<file path="src/rtl/uart_tx_fifo_if.sv">
// Write-side handshake between a byte producer (master) and uart_tx_fifo (slave).
interface uart_tx_fifo_if #(
    parameter int DATA_WIDTH = 8
);
    logic [DATA_WIDTH-1:0] wr_data;
    logic                  wr_valid;
    logic                  wr_ready;

    modport master (output wr_data, output wr_valid, input wr_ready);
    modport slave  (input wr_data, input wr_valid, output wr_ready);
endinterface

</file>
<file path="src/rtl/uart_tx_fifo.sv">
// Circular byte FIFO feeding uart_tx through its start/ready handshake.
// Optional macro UART_TX_FIFO_NUL_DROP_EN: accept but discard 0x00 words.
module uart_tx_fifo #(
    parameter int DATA_WIDTH = 8,
    parameter int DEPTH_LOG2 = 4
) (
    input  logic                  clk,
    input  logic                  rst_n,
    uart_tx_fifo_if.slave         wr,
    output logic                  tx_start,
    output logic [DATA_WIDTH-1:0] tx_data,
    input  logic                  tx_ready,
    output logic [DEPTH_LOG2:0]   level,
    output logic                  empty,
    output logic                  full,
    output logic                  overflow
);
    localparam int                DEPTH    = 1 << DEPTH_LOG2;
    localparam logic [DEPTH_LOG2:0] FULL_LVL = DEPTH_LOG2'(0) + (DEPTH_LOG2+1)'(DEPTH);
    localparam logic [DEPTH_LOG2:0] LVL_ONE  = 1;

    typedef enum logic [1:0] {IDLE, WAIT_BUSY, WAIT_DONE} state_t;

    logic [DATA_WIDTH-1:0] mem [DEPTH];

    state_t                state_q, state_d;
    logic [DEPTH_LOG2-1:0] wr_ptr_q, wr_ptr_d;
    logic [DEPTH_LOG2-1:0] rd_ptr_q, rd_ptr_d;
    logic [DEPTH_LOG2:0]   level_q, level_d;
    logic                  tx_start_q, tx_start_d;
    logic [DATA_WIDTH-1:0] tx_data_q, tx_data_d;
    logic                  overflow_q, overflow_d;

    logic is_nul, accept, store, pop;

`ifdef UART_TX_FIFO_NUL_DROP_EN
    assign is_nul = (wr.wr_data == '0);
`else
    assign is_nul = 1'b0;
`endif

    assign empty       = (level_q == '0);
    assign full        = (level_q == FULL_LVL);
    assign wr.wr_ready = !full;
    assign accept      = wr.wr_valid && !full;
    assign store       = accept && !is_nul;

    always_comb begin
        state_d    = state_q;
        tx_start_d = 1'b0;
        tx_data_d  = tx_data_q;
        pop        = 1'b0;
        unique case (state_q)
            IDLE: begin
                if (!empty && tx_ready) begin
                    pop        = 1'b1;
                    tx_start_d = 1'b1;
                    tx_data_d  = mem[rd_ptr_q];
                    state_d    = WAIT_BUSY;
                end
            end
            // uart_tx lowers ready one cycle after start; wait for that before watching for idle
            WAIT_BUSY: if (!tx_ready) state_d = WAIT_DONE;
            WAIT_DONE: if (tx_ready)  state_d = IDLE;
            default:   state_d = IDLE;
        endcase
    end

    always_comb begin
        wr_ptr_d   = wr_ptr_q + DEPTH_LOG2'(store);
        rd_ptr_d   = rd_ptr_q + DEPTH_LOG2'(pop);
        overflow_d = wr.wr_valid && full && !is_nul;
        level_d    = level_q;
        unique case ({store, pop})
            2'b10:   level_d = level_q + LVL_ONE;
            2'b01:   level_d = level_q - LVL_ONE;
            default: level_d = level_q;
        endcase
    end

    always_ff @(posedge clk) begin
        if (store) mem[wr_ptr_q] <= wr.wr_data;
    end

    always_ff @(posedge clk or negedge rst_n) begin
        if (!rst_n) begin
            state_q    <= IDLE;
            wr_ptr_q   <= '0;
            rd_ptr_q   <= '0;
            level_q    <= '0;
            tx_start_q <= 1'b0;
            tx_data_q  <= '0;
            overflow_q <= 1'b0;
        end else begin
            state_q    <= state_d;
            wr_ptr_q   <= wr_ptr_d;
            rd_ptr_q   <= rd_ptr_d;
            level_q    <= level_d;
            tx_start_q <= tx_start_d;
            tx_data_q  <= tx_data_d;
            overflow_q <= overflow_d;
        end
    end

    assign level    = level_q;
    assign tx_start = tx_start_q;
    assign tx_data  = tx_data_q;
    assign overflow = overflow_q;
endmodule

</file>
<file path="src/flat_wrapper.sv">
// flat-port wrapper written by rule: the top's interface ports become plain ports
module uart_tx_fifo_flat 
#(
    parameter int DATA_WIDTH = 8,
    parameter int DEPTH_LOG2 = 4
)
  (clk, rst_n, tx_start, tx_data, tx_ready, level, empty, full, overflow, wr_wr_data, wr_wr_valid, wr_wr_ready);
  uart_tx_fifo_if #(.DATA_WIDTH(DATA_WIDTH)) wr_i ();
  input  logic clk;
  input  logic rst_n;
  output logic tx_start;
  output logic [DATA_WIDTH-1:0] tx_data;
  input  logic tx_ready;
  output logic [DEPTH_LOG2:0] level;
  output logic empty;
  output logic full;
  output logic overflow;
  input wire logic [$bits(wr_i.wr_data)-1:0] wr_wr_data;
  input wire logic [$bits(wr_i.wr_valid)-1:0] wr_wr_valid;
  output wire logic [$bits(wr_i.wr_ready)-1:0] wr_wr_ready;
  assign wr_i.wr_data = wr_wr_data;
  assign wr_i.wr_valid = wr_wr_valid;
  assign wr_wr_ready = wr_i.wr_ready;
  uart_tx_fifo #(.DATA_WIDTH(DATA_WIDTH), .DEPTH_LOG2(DEPTH_LOG2)) u_core (.clk(clk), .rst_n(rst_n), .wr(wr_i), .tx_start(tx_start), .tx_data(tx_data), .tx_ready(tx_ready), .level(level), .empty(empty), .full(full), .overflow(overflow));
endmodule
</file>
<file path="config.mk">
export PLATFORM = sky130hd
export DESIGN_NAME = uart_tx_fifo_flat
export DESIGN_NICKNAME = d
export VERILOG_FILES = /design/src/rtl/uart_tx_fifo_if.sv /design/src/rtl/uart_tx_fifo.sv /design/src/flat_wrapper.sv
export SDC_FILE = /design/constraint.sdc
export NUM_CORES = 1
export LEC_CHECK = 0
export ABC_AREA = 1
export BUFFER_PORTS_ARGS = -buffer_cell sky130_fd_sc_hd__buf_2
export CAP_MARGIN = 0
export CORE_ASPECT_RATIO = 1.5
export CORE_MARGIN = 2
export CORE_UTILIZATION = 39
export DETAILED_ROUTE_END_ITERATION = 10
export SLEW_MARGIN = 20
export SYNTH_ARGS = -nofsm -noshare
export SYNTH_HDL_FRONTEND = slang
export SYNTH_SLANG_ARGS = --single-unit
</file>
<file path="constraint.sdc">
create_clock -name clk -period 2.45 [get_ports clk]
set_input_delay 0.245 -clock clk [delete_from_list [all_inputs] [get_ports clk]]
set_output_delay 0.245 -clock clk [all_outputs]
set_load 0.005 [all_outputs]
</file>
* Yosys cells after proc, flatten, opt, wreduce, memory -nomap -nowiden
Memory sizes are Yosys's and may differ from the RTL's. A register that Yosys moved wholly into a read port is not among the register bits.
Cells that the tools add are included.
** Word-level totals
- Memory bits (writable) :: 128
- Bits in latches :: 0
- Register bits :: 17
- Word-level logic and storage cells :: 39
- Bits of input ports :: 12
- Bits in read-only memories :: 0
- Output and inout port bits :: 18
- Memories kept :: 1
** Operators by class
- Reductions and logical operators :: 11
- Divide/modulo/power cells :: 0
- Mux-type cells :: 9
- Multipliers :: 0
- Magnitude comparators :: 0
- $add $sub $neg :: 4
- Bitwise gates (word level) :: 0
- Eq/ne operators :: 8
- Shift operators :: 0
** Memory list
- u_core.mem :: words 16, bits a word 8, read ports 1, clocked after memory_dff 1, write ports 1, RTL line uart_tx_fifo.sv:24 : logic [DATA_WIDTH-1:0] mem [DEPTH];
** Operators with widths (count)
- $pmux W5 S2 :: 1
- $add A4 B1 Y4 :: 2
- $mux W2 :: 3
- $pmux W2 S3 :: 1
- $add A5 B1 Y5 const B :: 1
- $eq A5 B5 Y1 const B :: 1
- $logic_not A5 Y1 :: 1
- $sub A5 B1 Y5 const B :: 1
- $eq A2 B1 Y1 const B :: 2
- $eq A2 B2 Y1 const B :: 2
- $mux W1 :: 4
- $ne A2 B2 Y1 const B :: 2
- $logic_and A1 B1 Y1 :: 3
- $logic_not A1 Y1 :: 3
- $reduce_and A3 Y1 :: 1
- $logic_not A2 Y1 :: 1
- $ne A2 B1 Y1 const B :: 1
- $reduce_and A2 Y1 :: 1
- $reduce_bool A2 Y1 :: 1

* Logic depth before layout (Yosys ltp)
Gate-level depths: netlist (run 1).
- Depth after elaboration :: 7
- Mapped depth :: 14
- Mapped depth without buffers :: 14

* Least setup slack after synthesis (run 1)
Ideal clock, no wire load.
- Path kind :: reg-to-reg
- Start :: reg u_core.level_q[3] (netlist: u_core.level[3])
- End :: reg u_core.level_q[4] (netlist: u_core.level[4])
- Period minus slack after synthesis :: 2275 ps
- Arrival time :: 2210 ps
- Path slack :: 175 ps
- Path buffers :: 1
- Required time :: 2385 ps
- Setup time :: 65 ps
- Stages on the path, launching flop included :: 15
- Cell sequence :: dfrtp_1 > nor4_4 > nand2_2 > nand2_4 > buf_12 > ha_1 > xor2_1 > ha_1 > inv_1 > nand2_1 > nand3_1 > nand2_1 > xor2_1 > nand2_1 > nand2_1
** On the way
- Elaborated cells on any way between the ends :: 14
- Those cells by class :: 2 x add/sub; 3 x eq/ne; 3 x mux; 6 x reduce/logical
** RTL lines
- start: declaration :: RTL line uart_tx_fifo.sv:29 : logic [DEPTH_LOG2:0] level_q, level_d;
- start signal: assignment :: RTL line uart_tx_fifo.sv:98 : level_q <= level_d;
- $eq A5 B5 Y1 * :: RTL line uart_tx_fifo.sv:43 : assign full = (level_q == FULL_LVL);
- $logic_not A1 Y1 *
- net wr_wr_ready :: RTL line flat_wrapper.sv:20 : output wire logic [$bits(wr_i.wr_ready)-1:0] wr_wr_ready;
- $logic_and A1 B1 Y1 * :: RTL line uart_tx_fifo.sv:45 : assign accept = wr.wr_valid && !full;
- $eq A2 B1 Y1 / $eq A2 B2 Y1 (equally long branches) :: RTL line uart_tx_fifo.sv:74 : unique case ({store, pop})
- $pmux W5 S2 / $reduce_bool A2 Y1 (equally long branches)
The timed path passes the listed nets; every way through them passes the cells marked *.
A chain may end at the register's enable or synchronous reset.

* Worst setup path in the final report (run 1)
- Start :: reg u_core.level_q[1] (netlist: u_core.level[1])
- End :: reg u_core.level_q[4] (netlist: u_core.level[4])
** On the way
- Cells in the longest elaborated chain, start to end :: 7
- Elaborated cells on any way between the ends :: 14
- Those cells by class :: 2 x add/sub; 3 x eq/ne; 3 x mux; 6 x reduce/logical
** Ends and longest elaborated chain
- $logic_not A5 Y1 * :: RTL line uart_tx_fifo.sv:42 : assign empty = (level_q == '0);
- $logic_not A1 Y1 * :: RTL line uart_tx_fifo.sv:55 : if (!empty && tx_ready) begin
- $logic_and A1 B1 Y1 * :: RTL line uart_tx_fifo.sv:55
- $mux W1 * :: RTL line uart_tx_fifo.sv:55
- $mux W1 * :: RTL line uart_tx_fifo.sv:53 : unique case (state_q)
- net u_core.pop :: RTL line uart_tx_fifo.sv:34 : logic is_nul, accept, store, pop;
- $eq A2 B1 Y1 / $eq A2 B2 Y1 (equally long branches) :: RTL line uart_tx_fifo.sv:74
- $pmux W5 S2 / $reduce_bool A2 Y1 (equally long branches)
Marked as above.

==> results of run 1 <==
cell type report:
| type | count | area (um2) |
|---|---|---|
| tap | 213 | 266.5 |
| clock buffer | 17 | 425.4 |
| sequential | 153 | 4474 |
| inverter | 118 | 442.9 |
| timing repair buffer | 59 | 397.9 |
| clock inverter | 15 | 138.9 |
| multi-input combinational | 368 | 1732 |
| fill | 1609 | 9323 |
flip-flops by register name (all words and copies together), names as in the netlist:
name / cells
u_core.tx_data: 8
u_core.level: 5
u_core.rd_ptr_q: 4
u_core.mem: 128
u_core.wr_ptr_q: 4
u_core.state_q: 2
u_core.overflow: 1
u_core.tx_start: 1
cells by family after synthesis:
family,count (synthesis)
DFF,153
buffers and inverters,143
and+or+nand+nor,345
xor gates and xnor gates,8
AOI/OAI and AO/OA,7
adders and majority gates,8
routing by layer:
layer / vias up / wire, um / global-route usage, %
met5: - / 0 / 0
met4: 0 / 352 / 6.817
met3: 23 / 558 / 3.285
met2: 122 / 8657 / 32.46
met1: 2221 / 5876 / 18.70
li1: 2236 / - / -
synth_stat cells (all sizes together):
master,instances,area share (%)
o21ai,3,0.22
nand2,223,13
ha,8,1.5
nand3,102,7.5
xnor2,1,0.13
o21bai,1,0.11
buf,25,2.7
dfrtp,25,9.2
inv,117,6.4
nor3,17,1.5
edfxtp,128,56
a21boi,1,0.11
xor2,7,0.90
clkinv,1,0.055
a21oi,2,0.15
nor4,1,0.31
nor2,2,0.11
where the power goes:
group / switching, mW / internal, mW / leakage (nW)
logic: 2.08 / 1.04 / 1.82
clock network: 1.08 / 1.41 / 0.265
registers: 0.267 / 3.26 / 1.46
path summary, 6_finish.rpt:
| check | start | endpoint | slack (ps) | cells past startpoint |
|---|---|---|---|---|
| min | wr_wr_valid | u_core.overflow | 70 | 3 |
| min in group asynchronous | rst_n | u_core.level[4] | 360 | 2 |
| max in group asynchronous | rst_n | u_core.level[1] | 1680 | 2 |
| max reg2reg | u_core.level[1] | u_core.level[4] | 140 | 13 |
| max | u_core.level[1] | u_core.level[4] | 140 | 13 |
| min reg2reg | u_core.tx_data[4] | u_core.tx_data[4] | 480 | 2 |
through the flow:
step	std cells	instance area, um2	setup TNS [ps]	util (%)
final	943	7878	0	45.80
after global placement	907	7257	0	42.19
after CTS	940	7831	0	45.53
after detailed placement	907	7257	0	42.19
after global routing	943	7878	-7.930	45.80
after floorplan	664	6810	0	-
worst register-to-register path: stages (launching register included):
cell and delay, ps:
dfrtp_2 430, nor4_4 320, nand2_2 120, nand2_4 70, inv_2 100, ha_4 220
ha_1 330, inv_1 70, o21bai_1 140, inv_1 60, nand2_1 100, xor2_1 160
nand2_1 80, nand2_1 60
repair_timing:
action / CTS / global route
endpoints found under the hold margin: 25 / 0
hold buffers: 1 / 0
gates resized for setup: 0 / 6
setup endpoints to repair: 0 / 2
buffers inserted: 0 / 3
==> reports/results.txt, run 1 <==
status: complete, no violations
Clk pin slew, worst setup/hold paths: 60 ps
post-synthesis cell count: 664
Port Buffers: 29
Die Y: 165.8 um
Worst EP arrival: 2660 ps
Post-DRT Antenna Nets: 0
pre-CTS setup slack: 22.85 ps
CTS H-Tree Depth: 4
CP endpoint kind: flip-flop
Rel. slew slack: 55.46%
clk sinks: 153
DR iter-0 viols: 238
fin crit share: 94.22%
initial core utilization: 39.59%
initial antenna violation count: 0
syn_nets: 684
placer congestion estimate: 0.8662
CTS buffer count: 17
GRT overflow: 0
first-pass GRT wire length: 24.71 mm
Tot GR Track Use: 17.21%
mux share of post-synthesis cell area: 0%
DRT Pass-1 Iters: 5
commonest non-fill, non-tap cell in the layout: nand2_1
WHS: 73.74 ps
Rows: 59
Post-Synth Adder-Cell Area: 1.470%
CP max-delay cell: dfrtp_2
antenna cell count: 0
detailed-route wire length per cell: 16.38 um
Clock Tree Root: clkbuf_16
#FFs+latches synth: 153
nets@finish: 737
Max Clock Freq: 0.4332 GHz
distinct cell type count after synthesis: 24
CP Max Fanout: 12
most frequent cells in the layout: 219 x nand2_1, 128 x edfxtp_1, 113 x inv_1, 102 x nand3_1, 29 x buf_2
worst skew pair latency: 410 ps
Min Clock Period, post-route: 2308 ps
largest family of logic cells by synthesized area: simple AND/OR/NAND/NOR gates
xor/xnor share of the synthesized area: 1.029%
Layout area overhead: 15.67%
Pwr Total: 9.141 mW
Yosys Warn Count: 0
simple logic cell fraction of the synthesized area: 22.05%
number of max-cap violations: 0
core area: 17200 um2
complex-gate fraction of the synthesized area: 0.5879%
Crit path max-delay family: simple AND/OR/NAND/NOR gates
Worst-Margin Slew: 667.3 ps
PnR worst setup slack: 141.6 ps
sequential share of the synthesized area: 65.63%
Vias: 4602
Synth Area per Inst: 10.26 um2
Final Max Tran Viols: 0
Via density: 4.880
die area: 18560 um2
critical path startpoint category: flip-flop
worst IR drop on VDD: 0.9589 mV
pwr/cell area: 1160 nW/um2
sum of buffers and inverters on the critical path: 3
CTS tree: done
largest net degree at the start of global routing: 65
I/O pin total: 30
Final Setup Violations: 0
die width: 111.9 um
Max Clock Skew: 8.059 ps
vias in the first global route: 4776
final hold violation count: 0
fraction of layout cells with a size suffix above 1: 14.79%
critical path, cell by cell: nor4_4, nand2_2, nand2_4, inv_2, ha_4, ha_1, inv_1, o21bai_1, inv_1, nand2_1, xor2_1, nand2_1, nand2_1
post-synthesis cell area: 6810 um2
CP Data Required Time: 2810 ps
most frequent CP cell: nand2_1
CP Class: reg -> reg
HPWL Detailed: 10.20 mm
Hold Path Class: in -> reg
clk buf depth: 2
Pleak: 3.544 nW
DRC Markers: 0
critical path's largest stage delay: 430 ps
WL final: 15.45 mm
No activity file was read; power rests on OpenSTA's default activity.
==> inputs of run 2 (changes only) <==
CTS_BUF_LIST = sky130_fd_sc_hd__clkbuf_8   (was unset)
==> reports/results.txt, run 2 (synthesis results as in run 1) <==
status: complete, no violations
clk sinks: 153
Pleak: 3.462 nW
HPWL Detailed: 10.20 mm
Filler Cells Inserted: 1646
initial antenna violation count: 0
CTS buffer count: 17
pre-CTS setup slack: 22.85 ps
DRC Markers: 0
WL final: 15.35 mm
die width: 111.9 um
Reg2Reg Launch Point: u_core.level[1]
DRT Pass-1 Iters: 7
worst skew pair latency: 440 ps
Hold Crit Depth: 3
Die Y: 165.8 um
Worst Hold End: u_core.overflow
Max Clock Freq: 0.4420 GHz
placer congestion estimate: 0.8662
critical path startpoint category: flip-flop
Final Setup Violations: 0
CP Class: reg -> reg
Critical R2R Capture: u_core.level[4]
detailed-route wire length per cell: 16.26 um
Worst-Margin Slew: 677.5 ps
CTS H-Tree Depth: 4
GRT overflow: 0
commonest non-fill, non-tap cell in the layout: nand2_1
most frequent cells in the layout: 219 x nand2_1, 128 x edfxtp_1, 113 x inv_1, 102 x nand3_1, 29 x buf_2
setup_tns: 0 ps
Clock Tree Root: clkbuf_8
nets@finish: 738
largest net degree at the start of global routing: 65
fraction of layout cells with a size suffix above 1: 14.91%
CP Data Required Time: 2830 ps
PnR worst setup slack: 187.5 ps
Port Buffers: 29
final hold violation count: 0
initial core utilization: 39.59%
Rel. slew slack: 54.78%
Max Clock Skew: 13.36 ps
Worst EP arrival: 2640 ps
hold path start: wr_wr_valid
fin crit share: 92.35%
Rows: 59
CP Max Fanout: 12
Hold Path Class: in -> reg
I/O pin total: 30
number of flip-flops under the largest register name: 128
CP endpoint kind: flip-flop
CTS tree: done
first-pass GRT wire length: 24.46 mm
Final Max Tran Viols: 0
Tot GR Track Use: 17.02%
Via density: 4.879
vias in the first global route: 4723
core area: 17200 um2
Layout area overhead: 12.97%
antenna cell count: 0
pwr/cell area: 1098 nW/um2
Min Clock Period, post-route: 2262 ps
R2R Setup Slk: 190 ps
largest reg by FF count: u_core.mem
worst IR drop on VDD: 0.8502 mV
reg2reg path depth: 13
DR iter-0 viols: 281
number of max-cap violations: 0
die area: 18560 um2
Vias: 4606
clk buf depth: 2
Clk pin slew, worst setup/hold paths: 90 ps
Post-DRT Antenna Nets: 0
-- run 2: cell types whose count changed in the layout (fill, tap and decap cells not counted), sizes merged --
cell	change
buf	+1
-- run 2: worst max-delay path by stage --
| stage | start | endpoint | cells past startpoint |
|---|---|---|---|
| after floorplan | u_core.level[3] | u_core.level[4] | 14 |
| after global placement | u_core.level[3] | u_core.level[4] | 14 |
| after detailed placement | u_core.level[3] | u_core.level[4] | 14 |
| after CTS | u_core.level[3] | u_core.level[4] | 14 |
| after global routing | u_core.level[1] | u_core.level[4] | 14 |
| final | u_core.level[1] | u_core.level[4] | 13 |
-- run 2: repair_timing --
item                       in CTS  in global routing
pin swaps                       0                  2
setup endpoints to repair       1                  2
buffers inserted                0                  4
hold buffers                    1                  0
gates resized for setup         1                  5
hold endpoints to repair       25                  0
cloned                          0                  0
-- run 2: power breakdown --
part           internal (mW)  switching (mW)  total, mW
logic                   1.05            2.08       3.13
clock network          0.818           0.993       1.81
registers               3.25           0.261       3.51
total                   5.12            3.33       8.45
-- run 2: stage by stage --
step / hold WS [ps] / instance area [um2] / power (mW) / utilization, % / cells
2_1_floorplan: -50.59 / 6810 / 5.692 / - / 664
3_3_place_gp: 264.9 / 7257 / 6.572 / 42.19 / 907
3_5_place_dp: 277.6 / 7257 / 6.663 / 42.19 / 907
4_1_cts: 28.39 / 7642 / 8.472 / 44.43 / 940
5_1_grt: 43.59 / 7694 / 9.044 / 44.73 / 944
6_report: 42.69 / 7694 / 8.450 / 44.73 / 944
-- run 2: routing by layer --
layer	routed length [um]	GRT usage, %	up-vias
met5	0	0	-
met3	607	2.956	21
li1	-	-	2241
met1	5854	18.71	2226
met2	8505	32.20	118
met4	383	6.495	0
-- run 2: area by class of cell --
class | count | area (um2) | area share (%)
multi-input combinational | 368 | 1732 | 22.51
clock buffer | 17 | 234.0 | 3.041
tap | 213 | 266.5 | 3.464
timing repair buffer | 60 | 405.4 | 5.269
sequential | 153 | 4474 | 58.16
inverter | 118 | 442.9 | 5.757
clock inverter | 15 | 138.9 | 1.805
-- run 2: critical path, stage by stage, from the launching register on --
cell and delay (ps):
dfrtp_2 440, nor4_4 320, nand2_2 120, nand2_4 70, inv_2 100, ha_4 210
ha_1 310, inv_1 60, o21bai_1 140, inv_1 60, nand2_1 80, xor2_1 150
nand2_1 70, nand2_1 60
==> inputs of run 3 (changes only) <==
ABC_AREA = unset   (was 1)
==> reports/results.txt, run 3 <==
area leader, netlist: edfxtp_1
syn_nets: 336
Switching Share: 32.00%
status: complete, no violations
Port Buffers: 29
worst skew pair latency: 440 ps
complex-gate fraction of the synthesized area: 4.268%
CP Max Fanout: 4
post-synthesis cell area: 6097 um2
GRT overflow: 0
mux share of post-synthesis cell area: 13.32%
Max Clock Skew: 14.51 ps
Post-Synth Adder-Cell Area: 1.642%
CTS H-Tree Depth: 4
CP Data Required Time: 2760 ps
core area: 15480 um2
I/O pin total: 30
most common library cells after synthesis: 128 x edfxtp_1, 32 x mux4_2, 25 x dfrtp_1, 25 x nor2_1, 9 x clkbuf_1
Hold Path Class: in -> reg
#FFs+latches synth: 153
Via density: 5.175
placed cell area: 6661 um2
fin crit share: 96.18%
clk sinks: 153
Rows: 56
simple logic cell fraction of the synthesized area: 4.248%
number of max-cap violations: 0
die area: 16670 um2
Max Clock Freq: 0.4244 GHz
Worst EP arrival: 2670 ps
final instance area: 7071 um2
Rel. slew slack: 41.24%
Final Max Tran Viols: 0
WHS: 59.39 ps
CTS tree: done
Synth Area per Inst: 19.29 um2
die width: 106.1 um
xor/xnor share of the synthesized area: 1.436%
top-count cell post-synth: edfxtp_1
Pleak: 2.449 nW
internal power: 5.195 mW
top cells by area, synth: edfxtp_1 63%, mux4_2 12%, dfrtp_1 10%
final hold violation count: 0
placer congestion estimate: 0.7496
distinct cell type count after synthesis: 37
Tot GR Track Use: 15.78%
DRT Pass-1 Iters: 5
WL final: 12.10 mm
Worst-Margin Slew: 878.2 ps
Yosys Warn Count: 0
nets@finish: 397
DRC Markers: 0
Sw Pwr: 2.445 mW
CP Class: reg -> reg
pwr/cell area: 1081 nW/um2
critical path startpoint category: flip-flop
Die Y: 157.1 um
most frequent cells in the layout: 128 x edfxtp_1, 32 x mux4_2, 29 x buf_2, 28 x buf_4, 25 x nor2_1
CP endpoint kind: flip-flop
DR iter-0 viols: 188
Logic pwr share: 30.8%
clk buf depth: 2
antenna cell count: 0
largest family of logic cells by synthesized area: multiplexers
Post-DRT Antenna Nets: 0
initial core utilization: 39.37%
Layout area overhead: 15.97%
largest net degree at the start of global routing: 34
initial antenna violation count: 0
Post-synth top flop: edfxtp_1
fraction of layout cells with a size suffix above 1: 36.15%
post-synthesis cell count: 316
count of flip-flops with a built-in enable after synthesis: 128
Synth top area share: 63.04%
Final Setup Violations: 0
detailed-route wire length per cell: 20.41 um
Min Clock Period, post-route: 2356 ps
async set or reset register ratio after synthesis: 16.34%
HPWL Detailed: 8.386 mm
Seq pwr share: 46.3%
vias in the first global route: 3232
Vias: 3069
Clk pin slew, worst setup/hold paths: 80 ps
Clk pwr share: 22.8%
worst IR drop on VDD: 0.6100 mV
CTS buffer count: 17
sequential share of the synthesized area: 73.30%
commonest non-fill, non-tap cell in the layout: edfxtp_1
first-pass GRT wire length: 18.93 mm
largest reg by FF count: u_core.mem
Clock Tree Root: clkbuf_8
number of flip-flops under the largest register name: 128
-- run 3: cell families after synthesis --
logic type	count (synthesis)
AO/OA/AOI/OAI	30
XOR/XNOR	10
adder cells (fa/ha/maj)	8
buffers and inverters	23
flip-flops	153
multiplexers	41
AND/OR/NAND/NOR	51
-- run 3: final cells by class --
type                            instances  area (um2)
Multi-Input combinational cell        140        1544
Inverter                                4       15.01
Fill cell                            1299        8414
Clock buffer                           19       261.5
Timing Repair Buffer                   61       415.4
Sequential cell                       153        4471
Tap cell                              203       254.0
Clock inverter                         13       110.1
-- run 3: what timing repair did --
item / CTS / global route
gates cloned: 0 / 0
resized for setup: 1 / 3
buffers inserted: 0 / 1
setup endpoints to repair: 1 / 1
pin swaps: 0 / 2
hold buffers: 2 / 0
hold endpoints to repair: 26 / 0
-- run 3: path summary, 6_finish.rpt --
kind | slack (ps) | to | cells past startpoint | startpoint
worst max-delay path | 90 | u_core.level[4] | 9 | u_core.level[0]
worst min-delay path | 60 | u_core.overflow | 3 | wr_wr_valid
worst max register to register | 90 | u_core.level[4] | 9 | u_core.level[0]
worst min register to register | 490 | u_core.state_q[0] | 1 | u_core.state_q[1]
max in group asynchronous | 1710 | u_core.rd_ptr_q[1] | 2 | rst_n
min in group asynchronous | 330 | u_core.tx_data[7] | 2 | rst_n
-- run 3: worst max-delay path, stage by stage, from the launching register on --
cell and delay (ps):
dfrtp_1 380, or3_4 390, o31a_1 330, ha_4 190, xor2_1 150, ha_2 180, o211a_1 210, o31ai_2 180
a31oi_1 70, xor2_1 140
-- run 3: power by group through the flow --
stage / registers (mW) / clock network (mW) / logic (mW)
after floorplan: 3.45 / 0 / 1.69
after global placement: 3.59 / 0 / 2.34
after detailed placement: 3.61 / 0 / 2.38
after CTS: 3.54 / 1.80 / 2.39
after global routing: 3.59 / 1.90 / 2.59
final: 3.54 / 1.74 / 2.36
-- run 3: per-stage QoR --
| stage | worst slack, ps | power [mW] | instances | TNS [ps] | utilization (%) |
|---|---|---|---|---|---|
| after floorplan | -338.5 | 5.137 | 316 | -1124 | - |
| after global placement | 74.82 | 5.925 | 558 | 0 | 43.02 |
| after global routing | -1.923 | 8.076 | 593 | -1.923 | 45.66 |
| after CTS | 21.23 | 7.734 | 592 | 0 | 45.55 |
| after detailed placement | -0.9530 | 5.989 | 558 | -0.9530 | 43.02 |
| final | 93.66 | 7.640 | 593 | 0 | 45.66 |
-- run 3: routing by layer --
layer	vias up	track usage [%]	share of wire [%]
met3	6	3.395	2.6
met4	0	5.451	1.1
met5	-	0	0
met2	55	29.40	57
met1	1620	17.77	40
li1	1388	-	-
